===== config.mk =====
export PLATFORM = sky130hd
export DESIGN_NAME = buf_lane_sequencer_flat
export DESIGN_NICKNAME = d
export VERILOG_FILES = /design/src/rtl/buf_lane_sequencer_if.sv /design/src/rtl/buf_lane_sequencer.sv /design/src/flat_wrapper.sv
export SDC_FILE = /design/constraint.sdc
export NUM_CORES = 1
export LEC_CHECK = 0
export ABC_AREA = 0
export CORE_ASPECT_RATIO = 0.75
export CORE_MARGIN = 3
export CORE_UTILIZATION = 27
export CTS_BUF_LIST = sky130_fd_sc_hd__clkbuf_16
export DETAILED_ROUTE_END_ITERATION = 12
export PLACE_DENSITY = 0.89
export SETUP_SLACK_MARGIN = 0.3
export SYNTH_ARGS = -nofsm -noshare
export SYNTH_HDL_FRONTEND = slang
export SYNTH_SLANG_ARGS = --single-unit
export TNS_END_PERCENT = 10

===== constraint.sdc =====
create_clock -name clk -period 1.9 [get_ports clk]
set_input_delay 0.285 -clock clk [delete_from_list [all_inputs] [get_ports clk]]
set_output_delay 0.285 -clock clk [all_outputs]
set_load 0.1 [all_outputs]

===== src/rtl/buf_lane_sequencer_if.sv =====
// rtl/buf_lane_sequencer_if.sv - stream and buffer bus bundle for buf_lane_sequencer
interface buf_lane_sequencer_if;
  logic        in_valid;
  logic        in_ready;
  logic [31:0] in_data;
  logic [31:0] exp_word;
  logic [31:0] exp_addr;
  logic        exp_en;
  logic        exp_mode;
  logic        core_start;
  logic        core_done;
  logic [31:0] con_word;
  logic [31:0] con_addr;
  logic        con_en;
  logic        con_mode;
  logic        out_valid;
  logic        out_ready;
  logic [31:0] out_data;

  // Sequencer side
  modport master (
    input  in_valid, in_data, core_done, con_word, out_ready,
    output in_ready, exp_word, exp_addr, exp_en, exp_mode, core_start,
           con_addr, con_en, con_mode, out_valid, out_data
  );

  // Datapath / stream environment side
  modport slave (
    output in_valid, in_data, core_done, con_word, out_ready,
    input  in_ready, exp_word, exp_addr, exp_en, exp_mode, core_start,
           con_addr, con_en, con_mode, out_valid, out_data
  );
endinterface


===== src/rtl/buf_lane_sequencer.sv =====
// rtl/buf_lane_sequencer.sv - frame controller for expand-buffer / core / contract-buffer datapath
module buf_lane_sequencer #(
  parameter int LANES     = 8,
  parameter int IN_WORDS  = LANES,
  parameter int OUT_WORDS = LANES,
  parameter int TIMEOUT   = 0
) (
  input  logic                 clk,
  input  logic                 reset,
  buf_lane_sequencer_if.master bus,
  output logic                 busy,
  output logic                 err,
  output logic [15:0]          frame_cnt
);

  typedef enum logic [2:0] {FILL, START, WAIT, CAPTURE, DRAIN} state_t;

  // Frame lengths are clamped to the lane count so an index never leaves the buffer
  localparam int          IN_LAST_I  = ((IN_WORDS  < LANES) ? IN_WORDS  : LANES) - 1;
  localparam int          OUT_LAST_I = ((OUT_WORDS < LANES) ? OUT_WORDS : LANES) - 1;
  localparam logic [2:0]  IN_LAST    = 3'(IN_LAST_I);
  localparam logic [2:0]  OUT_LAST   = 3'(OUT_LAST_I);
  // Expiry fires on the WAIT cycle whose increment would bring wdog to TIMEOUT-1,
  // so err rises TIMEOUT cycles after the core_start cycle
  localparam logic [31:0] WDOG_LAST  = (TIMEOUT > 1) ? 32'(TIMEOUT - 1) : 32'd0;

  state_t      state_q, state_d;
  logic [2:0]  fill_idx_q, fill_idx_d;
  logic [2:0]  drain_idx_q, drain_idx_d;
  logic [31:0] wdog_q, wdog_d;
  logic        err_q, err_d;
  logic [15:0] frame_cnt_q, frame_cnt_d;

  logic in_ready_c;
  logic exp_en_c;
  logic exp_mode_c;
  logic core_start_c;
  logic con_en_c;
  logic out_valid_c;

  // State register; asserting reset abandons any frame in flight
  always_ff @(posedge clk or negedge reset) begin
    if (!reset) begin
      state_q     <= FILL;
      fill_idx_q  <= 3'd0;
      drain_idx_q <= 3'd0;
      wdog_q      <= 32'd0;
      err_q       <= 1'b0;
      frame_cnt_q <= 16'd0;
    end else begin
      state_q     <= state_d;
      fill_idx_q  <= fill_idx_d;
      drain_idx_q <= drain_idx_d;
      wdog_q      <= wdog_d;
      err_q       <= err_d;
      frame_cnt_q <= frame_cnt_d;
    end
  end

  // Next-state and strobe decode; the input side stays closed while reset is held
  always_comb begin
    state_d      = state_q;
    fill_idx_d   = fill_idx_q;
    drain_idx_d  = drain_idx_q;
    wdog_d       = wdog_q;
    err_d        = err_q;
    frame_cnt_d  = frame_cnt_q;
    in_ready_c   = 1'b0;
    exp_en_c     = 1'b0;
    exp_mode_c   = 1'b0;
    core_start_c = 1'b0;
    con_en_c     = 1'b0;
    out_valid_c  = 1'b0;
    case (state_q)
      FILL: begin
        in_ready_c = reset;
        exp_mode_c = reset;
        exp_en_c   = reset & bus.in_valid;
        if (bus.in_valid) begin
          if (fill_idx_q == IN_LAST) begin
            fill_idx_d = 3'd0;
            state_d    = START;
          end else begin
            fill_idx_d = fill_idx_q + 3'd1;
          end
        end
      end
      START: begin
        core_start_c = 1'b1;
        wdog_d       = 32'd0;
        state_d      = WAIT;
      end
      WAIT: begin
        if (bus.core_done) begin
          state_d = CAPTURE;
        end else if (TIMEOUT != 0) begin
          wdog_d = wdog_q + 32'd1;
          if (wdog_q + 32'd1 >= WDOG_LAST) begin
            err_d   = 1'b1;
            state_d = FILL;
          end
        end
      end
      CAPTURE: begin
        drain_idx_d = 3'd0;
        state_d     = DRAIN;
      end
      DRAIN: begin
        con_en_c    = 1'b1;
        out_valid_c = 1'b1;
        if (bus.out_ready) begin
          if (drain_idx_q == OUT_LAST) begin
            drain_idx_d = 3'd0;
            frame_cnt_d = frame_cnt_q + 16'd1;
            state_d     = FILL;
          end else begin
            drain_idx_d = drain_idx_q + 3'd1;
          end
        end
      end
      default: state_d = FILL;
    endcase
  end

  assign bus.in_ready   = in_ready_c;
  assign bus.exp_word   = bus.in_data;
  assign bus.exp_addr   = {29'd0, fill_idx_q};
  assign bus.exp_en     = exp_en_c;
  assign bus.exp_mode   = exp_mode_c;
  assign bus.core_start = core_start_c;
  assign bus.con_addr   = {29'd0, drain_idx_q};
  assign bus.con_en     = con_en_c;
  assign bus.con_mode   = 1'b0;
  assign bus.out_valid  = out_valid_c;
  assign bus.out_data   = bus.con_word;

  assign busy      = !((state_q == FILL) && (fill_idx_q == 3'd0));
  assign err       = err_q;
  assign frame_cnt = frame_cnt_q;

endmodule


===== src/flat_wrapper.sv =====
// flat-port wrapper written by rule: the top's interface ports become plain ports
module buf_lane_sequencer_flat 
#(
  parameter int LANES     = 8,
  parameter int IN_WORDS  = LANES,
  parameter int OUT_WORDS = LANES,
  parameter int TIMEOUT   = 0
)
  (clk, reset, busy, err, frame_cnt, bus_in_valid, bus_in_data, bus_core_done, bus_con_word, bus_out_ready, bus_in_ready, bus_exp_word, bus_exp_addr, bus_exp_en, bus_exp_mode, bus_core_start, bus_con_addr, bus_con_en, bus_con_mode, bus_out_valid, bus_out_data);
  buf_lane_sequencer_if bus_i ();
  input  logic clk;
  input  logic reset;
  output logic busy;
  output logic err;
  output logic [15:0] frame_cnt;
  input wire logic [$bits(bus_i.in_valid)-1:0] bus_in_valid;
  input wire logic [$bits(bus_i.in_data)-1:0] bus_in_data;
  input wire logic [$bits(bus_i.core_done)-1:0] bus_core_done;
  input wire logic [$bits(bus_i.con_word)-1:0] bus_con_word;
  input wire logic [$bits(bus_i.out_ready)-1:0] bus_out_ready;
  output wire logic [$bits(bus_i.in_ready)-1:0] bus_in_ready;
  output wire logic [$bits(bus_i.exp_word)-1:0] bus_exp_word;
  output wire logic [$bits(bus_i.exp_addr)-1:0] bus_exp_addr;
  output wire logic [$bits(bus_i.exp_en)-1:0] bus_exp_en;
  output wire logic [$bits(bus_i.exp_mode)-1:0] bus_exp_mode;
  output wire logic [$bits(bus_i.core_start)-1:0] bus_core_start;
  output wire logic [$bits(bus_i.con_addr)-1:0] bus_con_addr;
  output wire logic [$bits(bus_i.con_en)-1:0] bus_con_en;
  output wire logic [$bits(bus_i.con_mode)-1:0] bus_con_mode;
  output wire logic [$bits(bus_i.out_valid)-1:0] bus_out_valid;
  output wire logic [$bits(bus_i.out_data)-1:0] bus_out_data;
  assign bus_i.in_valid = bus_in_valid;
  assign bus_i.in_data = bus_in_data;
  assign bus_i.core_done = bus_core_done;
  assign bus_i.con_word = bus_con_word;
  assign bus_i.out_ready = bus_out_ready;
  assign bus_in_ready = bus_i.in_ready;
  assign bus_exp_word = bus_i.exp_word;
  assign bus_exp_addr = bus_i.exp_addr;
  assign bus_exp_en = bus_i.exp_en;
  assign bus_exp_mode = bus_i.exp_mode;
  assign bus_core_start = bus_i.core_start;
  assign bus_con_addr = bus_i.con_addr;
  assign bus_con_en = bus_i.con_en;
  assign bus_con_mode = bus_i.con_mode;
  assign bus_out_valid = bus_i.out_valid;
  assign bus_out_data = bus_i.out_data;
  buf_lane_sequencer #(.LANES(LANES), .IN_WORDS(IN_WORDS), .OUT_WORDS(OUT_WORDS), .TIMEOUT(TIMEOUT)) u_core (.clk(clk), .reset(reset), .bus(bus_i), .busy(busy), .err(err), .frame_cnt(frame_cnt));
endmodule

==> run summary, run 1 <==
status = finished clean
max-slew violations = 0
RSZ-0062 raised after global routing = yes
antenna-violating nets left = 0
DP HPWL = 2930 um
I/O pins = 222
hold path start = u_core.frame_cnt[15]
Die Wd = 110 um
final setup vio count = 0
Via Count = 1197
mux cell area share after synthesis = 1.03%
share of layout cells above drive strength 1 = 31.3%
nets = 293
FF-to-FF Start = u_core.drain_idx_q[0]
synth unique cells = 29
Seq/Total Area, Yosys = 28.6%
clock-pin slew on the worst setup and hold paths = 0.07 ns
Cell Pwr Density = 1590 nW/um^2
CTS Buf Count = 3
CTS tree = built
Max IR drop VDD = 0.611 mV
Simple-Gate Fraction of Synth Area = 11.9%
crit-path cells = ha_4 > ha_4 > nand3_2 > or4_4 > nor4_4 > xor2_1
Worst path max stage delay = 0.54 ns
fin crit share = 94.3%
Max Cap Viol = 0
Pleak = 1.06 nW
f_max = 558 MHz
CP arrival = 1.97 ns
CP max stage cell = or4_4
Placeable Area = 7600 um^2
most common library cell in the layout ignoring fill and taps = conb_1
Synth Area in Compound Gates = 2.91%
DR pass1 iterations = 4
first-pass GRT wire length = 5260 um
gpl congestion = 0.784
vias in the first global route = 1066
Avg Inst Size Synth = 9.01 um^2
Cell Area, Synth = 2190 um^2
Worst Hold Class = reg2reg
YS warnings = 0
biggest area consumer among synthesized cells = buf_4
Root Driver = clkbuf_16
CTS H-Tree Depth = 1
Starting Density = 28.8%
XOR/XNOR Fraction of Synth Area = 6.40%
CP Capture Type = register
total wire length = 3650 um
endpoints failing hold = 0
antenna violations before repair = 0
largest family of logic cells by synthesized area = buffers and inverters
Synth Area in Adders = 3.43%
Hold WS = 0.476 ns
clk sink count = 25
wire per inst = 11.5 um
top cell type's share of synthesized area = 43.2%
total global-route track usage = 7.07%
I/O Buffers = 33
commonest non-fill, non-tap cells in the layout = conb_1, buf_4, buf_12, dfrtp_2
Layout Skew = 0.00234 ns
Die ar. = 9240 um^2
layout filler cell count = 788
synth top area cells = buf_4, dfrtp_1, xnor2_1
row count = 27
Area growth, synth to finish = -0.171%
DR DRC count = 0
Synth Instances = 243
CP startpoint = u_core.drain_idx_q[0]
post-placement cell area = 2070 um^2
Required @ worst endpoint = 2.08 ns
Clk Latency, worst-skew pair = 0.26 ns
cell repeated most along the worst path = ha_4
fin crit period = 1.79 ns
Iter 0 DRT Violations = 63
n_diodes = 0
Setup crit start kind = register
largest net degree at the start of global routing = 26
die height = 84.0 um
worst path bufs/invs = 0
GRT Residual Overflow = 0
Top delay family on crit path = simple AND/OR/NAND/NOR gates
Max Root-Sink Buffers = 2
DR vias/cell = 3.76
fin area = 2190 um^2
Setup Crit Path Kind = reg2reg
#FFs+latches synth = 25
critical path peak fanout = 6
==> synth_stat cells, drive strengths merged <==
| master | count |
|---|---|
| buf | 130 |
| dfrtp | 25 |
| nor2 | 11 |
| nand2 | 10 |
| xnor2 | 9 |
| xor2 | 7 |
| a21oi | 6 |
| ha | 6 |
| inv | 5 |
| nand3 | 5 |
| nor3 | 5 |
| and2 | 3 |
| nand4 | 3 |
| and3 | 2 |
| and4 | 2 |
| mux2 | 2 |
| nor4 | 2 |
| o21ai | 2 |
| conb | 1 |
| nand3b | 1 |
| nand4bb | 1 |
| nor3b | 1 |
| o211ai | 1 |
| o2bb2ai | 1 |
| o31ai | 1 |
| or4 | 1 |
==> worst register-to-register path, stage by stage (launching register included) <==
cell and delay, ns:
dfrtp_4 0.46, ha_4 0.14, ha_4 0.16, nand3_2 0.09, or4_4 0.54, nor4_4 0.16
xor2_1 0.16
==> path summary, 6_finish.rpt <==
check	endpoint	slack [ns]	cells past startpoint
max	u_core.frame_cnt[15]	0.11	6
min	u_core.frame_cnt[15]	0.48	1
max reg2reg	u_core.frame_cnt[15]	0.11	6
min reg2reg	u_core.frame_cnt[15]	0.48	1
max in group asynchronous	u_core.drain_idx_q[0]	1.13	2
min in group asynchronous	u_core.state_q[0]	0.49	2
==> where the power goes <==
part / total [W] / switching (W) / internal [W]
Clock: 0.000469 / 0.000186 / 0.000283
Sequential: 0.000800 / 0.000146 / 0.000654
Combinational: 0.00221 / 0.00167 / 0.000539
Total: 0.00348 / 0.00200 / 0.00148
==> sequential cells by signal, indices dropped and copies added, names as in the netlist <==
register / cells
u_core.fill_idx_q: 3
u_core.drain_idx_q: 3
u_core.frame_cnt: 16
u_core.state_q: 3
==> cell type report <==
type	count	area (um^2)	area share [%]
Inverter	5	18.8	0.859
Clock buffer	3	75.1	3.43
Tap cell	101	126	5.78
Timing Repair Buffer	41	468	21.4
Clock inverter	1	5.00	0.229
Sequential cell	25	652	29.8
Multi-Input combinational cell	142	841	38.5
==> cell families after synthesis <==
family | count (synthesis)
flops | 25
buf+inv | 135
simple gates | 47
other cells | 1
xor+xnor | 16
mux | 2
fa+ha+maj | 6
compound gates | 11
==> per-layer routing <==
metal | GRT usage (%) | up-vias | routed length, um
met4 | 3.28 | 0 | 53
met2 | 11.4 | 86 | 1890
met3 | 3.17 | 8 | 363
met5 | 0 | - | 0
met1 | 7.88 | 565 | 1340
li1 | - | 538 | -
==> per-stage QoR <==
stage | instances | utilization (%) | TNS (ns) | setup slack [ns] | total power, W
2_1_floorplan | 302 | - | -0.766 | -0.134 | 0.00321
3_3_place_gp | 312 | 27.3 | 0 | 0.0334 | 0.00293
3_5_place_dp | 312 | 27.3 | 0 | 0.0118 | 0.00297
4_1_cts | 317 | 28.5 | 0 | 0.105 | 0.00345
5_1_grt | 318 | 28.8 | 0 | 0.0460 | 0.00360
6_report | 318 | 28.8 | 0 | 0.108 | 0.00348
==> what timing repair did <==
action / 4_1_cts / 5_1_grt
setup endpoints to repair: 16 / 20
resized for setup: 1 / 5
setup buffers: 1 / 1
hold buffers: 0 / 0
pin swaps: 0 / 2
No activity file was read; power rests on OpenSTA's default activity.
==> run 2, diff against run 1 <==
--- a/config.mk
+++ b/config.mk
@@ -11,7 +11,7 @@
 export CORE_UTILIZATION = 27
 export CTS_BUF_LIST = sky130_fd_sc_hd__clkbuf_16
 export DETAILED_ROUTE_END_ITERATION = 12
-export PLACE_DENSITY = 0.89
+export PLACE_DENSITY = 0.79
 export SETUP_SLACK_MARGIN = 0.3
 export SYNTH_ARGS = -nofsm -noshare
 export SYNTH_HDL_FRONTEND = slang
==> run summary, run 2 (synthesized netlist as in run 1, its figures left out) <==
share of layout cells above drive strength 1 = 31.3%
worst path bufs/invs = 0
metal3 WL = 559 um
clock-pin slew on the worst setup and hold paths = 0.06 ns
DR DRC count = 0
first-pass GRT wire length = 5750 um
Setup crit start kind = register
Placeable Area = 7600 um^2
critical path peak fanout = 6
row count = 27
total global-route track usage = 7.85%
wire per inst = 11.8 um
Max IR drop VDD = 0.764 mV
DP HPWL = 3050 um
total wire length = 3740 um
Layout Skew = 0.00338 ns
CTS tree = built
I/O Buffers = 33
Top delay family on crit path = simple AND/OR/NAND/NOR gates
GRT Residual Overflow = 0
non-filler cells, final = 318
Storage cell area = 653 um^2
CP Capture Type = register
final setup vio count = 0
most common library cell in the layout ignoring fill and taps = conb_1
M1 WL = 1400 um
Die Wd = 110 um
f_max = 566 MHz
Worst Hold Class = in2async
antenna violations before repair = 0
area of the multi-input gates = 838 um^2
I/O pins = 222
Pleak = 1.06 nW
cell repeated most along the worst path = ha_4
Die ar. = 9240 um^2
Clk Latency, worst-skew pair = 0.26 ns
Iter 0 DRT Violations = 75
die height = 84.0 um
CP arrival = 1.95 ns
RSZ-0062 raised after global routing = yes
Required @ worst endpoint = 2.08 ns
antenna-violating nets left = 0
Root Driver = clkbuf_16
CP max stage cell = or4_4
top layer in use = met4
Area growth, synth to finish = -0.228%
setup_tns = 0 ns
Tot Pwr = 0.00350 W
Cell Count Post-Placement = 311
DR pass1 iterations = 6
crit-path cells = ha_4 > ha_4 > nand3_2 > or4_4 > nor4_4 > xor2_1
fin crit period = 1.77 ns
fin crit share = 93.0%
CTS H-Tree Depth = 1
Cell Pwr Density = 1600 nW/um^2
status = finished clean
CTS Buf Count = 3
Via Count = 1176
metal2 WL = 1740 um
commonest non-fill, non-tap cells in the layout = conb_1, buf_4, dfrtp_2
gpl congestion = 0.789
largest net degree at the start of global routing = 23
hold_buf cts = 0
DR vias/cell = 3.70
Max Cap Viol = 0
n_diodes = 0
Worst path max stage delay = 0.54 ns
endpoints failing hold = 0
nets = 293
Max Root-Sink Buffers = 2
max-slew violations = 0
Setup Crit Path Kind = reg2reg
layout filler cell count = 795
Starting Density = 28.8%
clk sink count = 25
vias in the first global route = 1065
Largest register FFs = 16
run 2: metrics by stage:
stage	util, %	hold WS (ns)	setup slack, ns	instance area, um^2
6_report	28.7	0.277	0.132	2180
3_5_place_dp	27.2	0.470	0.0815	2070
3_3_place_gp	27.2	0.470	0.0914	2070
4_1_cts	28.5	0.272	0.114	2170
2_1_floorplan	-	-0.0106	-0.134	2470
5_1_grt	28.7	0.286	0.0268	2180
run 2: timing repair:
item,4_1_cts,5_1_grt
setup buffers,2,1
gates resized for setup,1,5
setup endpoints to repair,14,20
pin swaps,0,1
gates cloned,0,0
run 2: layout make-up:
cell class,count,area share [%]
clock inverter,1,0.229
sequential,25,29.9
multi-input combinational,142,38.4
tap,101,5.78
timing repair buffer,41,21.4
clock buffer,3,3.44
inverter,5,0.859
run 2: path summary, 6_finish.rpt:
path	start	cells past startpoint	slack, ns	end
setup / recovery	u_core.drain_idx_q[1]	6	0.13	u_core.frame_cnt[15]
hold / removal	reset	1	0.28	u_core.fill_idx_q[0]
setup reg to reg	u_core.drain_idx_q[1]	6	0.13	u_core.frame_cnt[15]
hold reg to reg	u_core.frame_cnt[5]	1	0.48	u_core.frame_cnt[5]
max in group asynchronous	reset	2	1.03	u_core.drain_idx_q[0]
min in group clk	u_core.frame_cnt[5]	1	0.48	u_core.frame_cnt[5]
run 2: report_power, final:
part           switching [W]  internal, W  total [W]
combinational        0.00168     0.000555    0.00224
clock               0.000182     0.000284   0.000466
sequential          0.000137     0.000656   0.000793
total                0.00200      0.00149    0.00350
run 2: per-layer routing:
metal / track usage [%] / up-vias
li1: - / 541
met1: 9.07 / 553
met2: 10.8 / 76
met3: 5.80 / 6
met4: 3.40 / 0
met5: 0 / -
==> run 3, diff against run 2 <==
--- a/config.mk
+++ b/config.mk
@@ -9,10 +9,11 @@
 export CORE_ASPECT_RATIO = 0.75
 export CORE_MARGIN = 3
 export CORE_UTILIZATION = 27
-export CTS_BUF_LIST = sky130_fd_sc_hd__clkbuf_16
+export CTS_BUF_LIST = sky130_fd_sc_hd__clkbuf_8
 export DETAILED_ROUTE_END_ITERATION = 12
-export PLACE_DENSITY = 0.79
+export PLACE_DENSITY = 0.83
 export SETUP_SLACK_MARGIN = 0.3
+export SKIP_LAST_GASP = 1
 export SYNTH_ARGS = -nofsm -noshare
 export SYNTH_HDL_FRONTEND = slang
 export SYNTH_SLANG_ARGS = --single-unit
==> run summary, run 3 (synthesized netlist as in run 1, its figures left out) <==
status = finished clean
gpl congestion = 0.733
CP arrival = 1.93 ns
Via Count = 1182
Setup crit start kind = register
CTS tree = built
Root Driver = clkbuf_8
Pleak = 1.06 nW
Iter 0 DRT Violations = 55
antenna violations before repair = 0
CP max stage cell = or4_4
cell repeated most along the worst path = ha_4
Starting Density = 28.8%
I/O Buffers = 33
antenna-violating nets left = 0
final setup vio count = 0
GRT Residual Overflow = 0
fin crit period = 1.74 ns
largest net degree at the start of global routing = 23
DR DRC count = 0
first-pass GRT wire length = 5580 um
die height = 84.0 um
Tot Pwr = 0.00333 W
fin crit share = 91.5%
Max IR drop VDD = 0.572 mV
hold_buf cts = 0
DR pass1 iterations = 4
DR vias/cell = 3.71
crit-path cells = ha_4 > ha_4 > nand3_2 > or4_4 > nor4_4 > xor2_1
metal3 WL = 540 um
Cell Pwr Density = 1530 nW/um^2
Die ar. = 9240 um^2
I/O pins = 222
fin area = 2170 um^2
Worst Hold Class = in2async
DP HPWL = 3120 um
CTS H-Tree Depth = 1
share of layout cells above drive strength 1 = 30.3%
row count = 27
CP Capture Type = register
M1 WL = 1320 um
Largest register FFs = 16
wire per inst = 11.8 um
Max Cap Viol = 0
Crit path depth = 6
Die Wd = 110 um
top layer in use = met4
vias in the first global route = 1088
CTS Buf Count = 3
Required @ worst endpoint = 2.09 ns
worst setup margin = 0.161 ns
n_diodes = 0
metal2 WL = 1870 um
endpoints failing hold = 0
nets = 294
RSZ-0062 raised after global routing = yes
critical path peak fanout = 6
commonest non-fill, non-tap cells in the layout = conb_1, buf_4, buf_12
total global-route track usage = 7.60%
Max Root-Sink Buffers = 2
Layout Skew = 0.00679 ns
most common library cell in the layout ignoring fill and taps = conb_1
Setup Crit Path Kind = reg2reg
dpl ws = 0.0354 ns
R2R depth = 6
Clk Latency, worst-skew pair = 0.26 ns
worst path bufs/invs = 0
clk sink count = 25
Hold WS = 0.260 ns
Worst path max stage delay = 0.54 ns
post-placement cell area = 2090 um^2
Top delay family on crit path = simple AND/OR/NAND/NOR gates
setup_tns = 0 ns
f_max = 575 MHz
clock-pin slew on the worst setup and hold paths = 0.08 ns
total wire length = 3780 um
Area growth, synth to finish = -0.914%
max-slew violations = 0
Placeable Area = 7600 um^2
==> run 3: cell count changes in the layout (fill, tap and decap cells not counted) <==
cell	change
clkbuf_8	+3
dfrtp_2	-3
nor2_2	+1
nor2_1	-1
dfrtp_1	+3
and2_2	-1
clkinv_2	-1
and2_4	+1
buf_12	+1
clkbuf_16	-3
inv_1	+1
==> run 3: where the power goes <==
group | leakage, nW | switching [W] | internal [W]
Sequential | 0.314 | 0.000133 | 0.000649
Combinational | 0.714 | 0.00169 | 0.000558
Clock | 0.0269 | 0.000156 | 0.000144
Total | 1.06 | 0.00198 | 0.00135
==> run 3: stage by stage <==
stage	util, %	std cells
2_1_floorplan	-	302
3_3_place_gp	27.5	313
3_5_place_dp	27.5	313
4_1_cts	28.5	319
5_1_grt	28.5	319
6_report	28.5	319
==> run 3: cell type report <==
type / count / area [um^2]
inverter: 5 / 18.8
fill: 795 / 5430
timing repair buffer: 42 / 488
tap: 101 / 126
sequential: 25 / 649
clock inverter: 1 / 3.75
multi-input combinational: 142 / 842
clock buffer: 3 / 41.3
==> run 3: worst paths after layout <==
path	startpoint	to	slack, ns
setup / recovery	u_core.drain_idx_q[1]	u_core.frame_cnt[15]	0.16
setup reg to reg	u_core.drain_idx_q[1]	u_core.frame_cnt[15]	0.16
min in group clk	u_core.frame_cnt[15]	u_core.frame_cnt[15]	0.49
max in group asynchronous	reset	u_core.drain_idx_q[1]	1.05
hold reg to reg	u_core.frame_cnt[15]	u_core.frame_cnt[15]	0.49
hold / removal	reset	u_core.fill_idx_q[2]	0.26
==> run 3: layer usage <==
| metal | GRT usage [%] | vias to the layer above |
|---|---|---|
| li1 | - | 543 |
| met1 | 8.23 | 551 |
| met2 | 11.8 | 84 |
| met3 | 5.10 | 4 |
| met4 | 2.60 | 0 |
| met5 | 0 | - |
==> run 3: timing repair <==
action                     4_1_cts  5_1_grt
buffers inserted                 2        0
cloned                           0        0
gates resized for setup          5        0
setup endpoints to repair       14       19
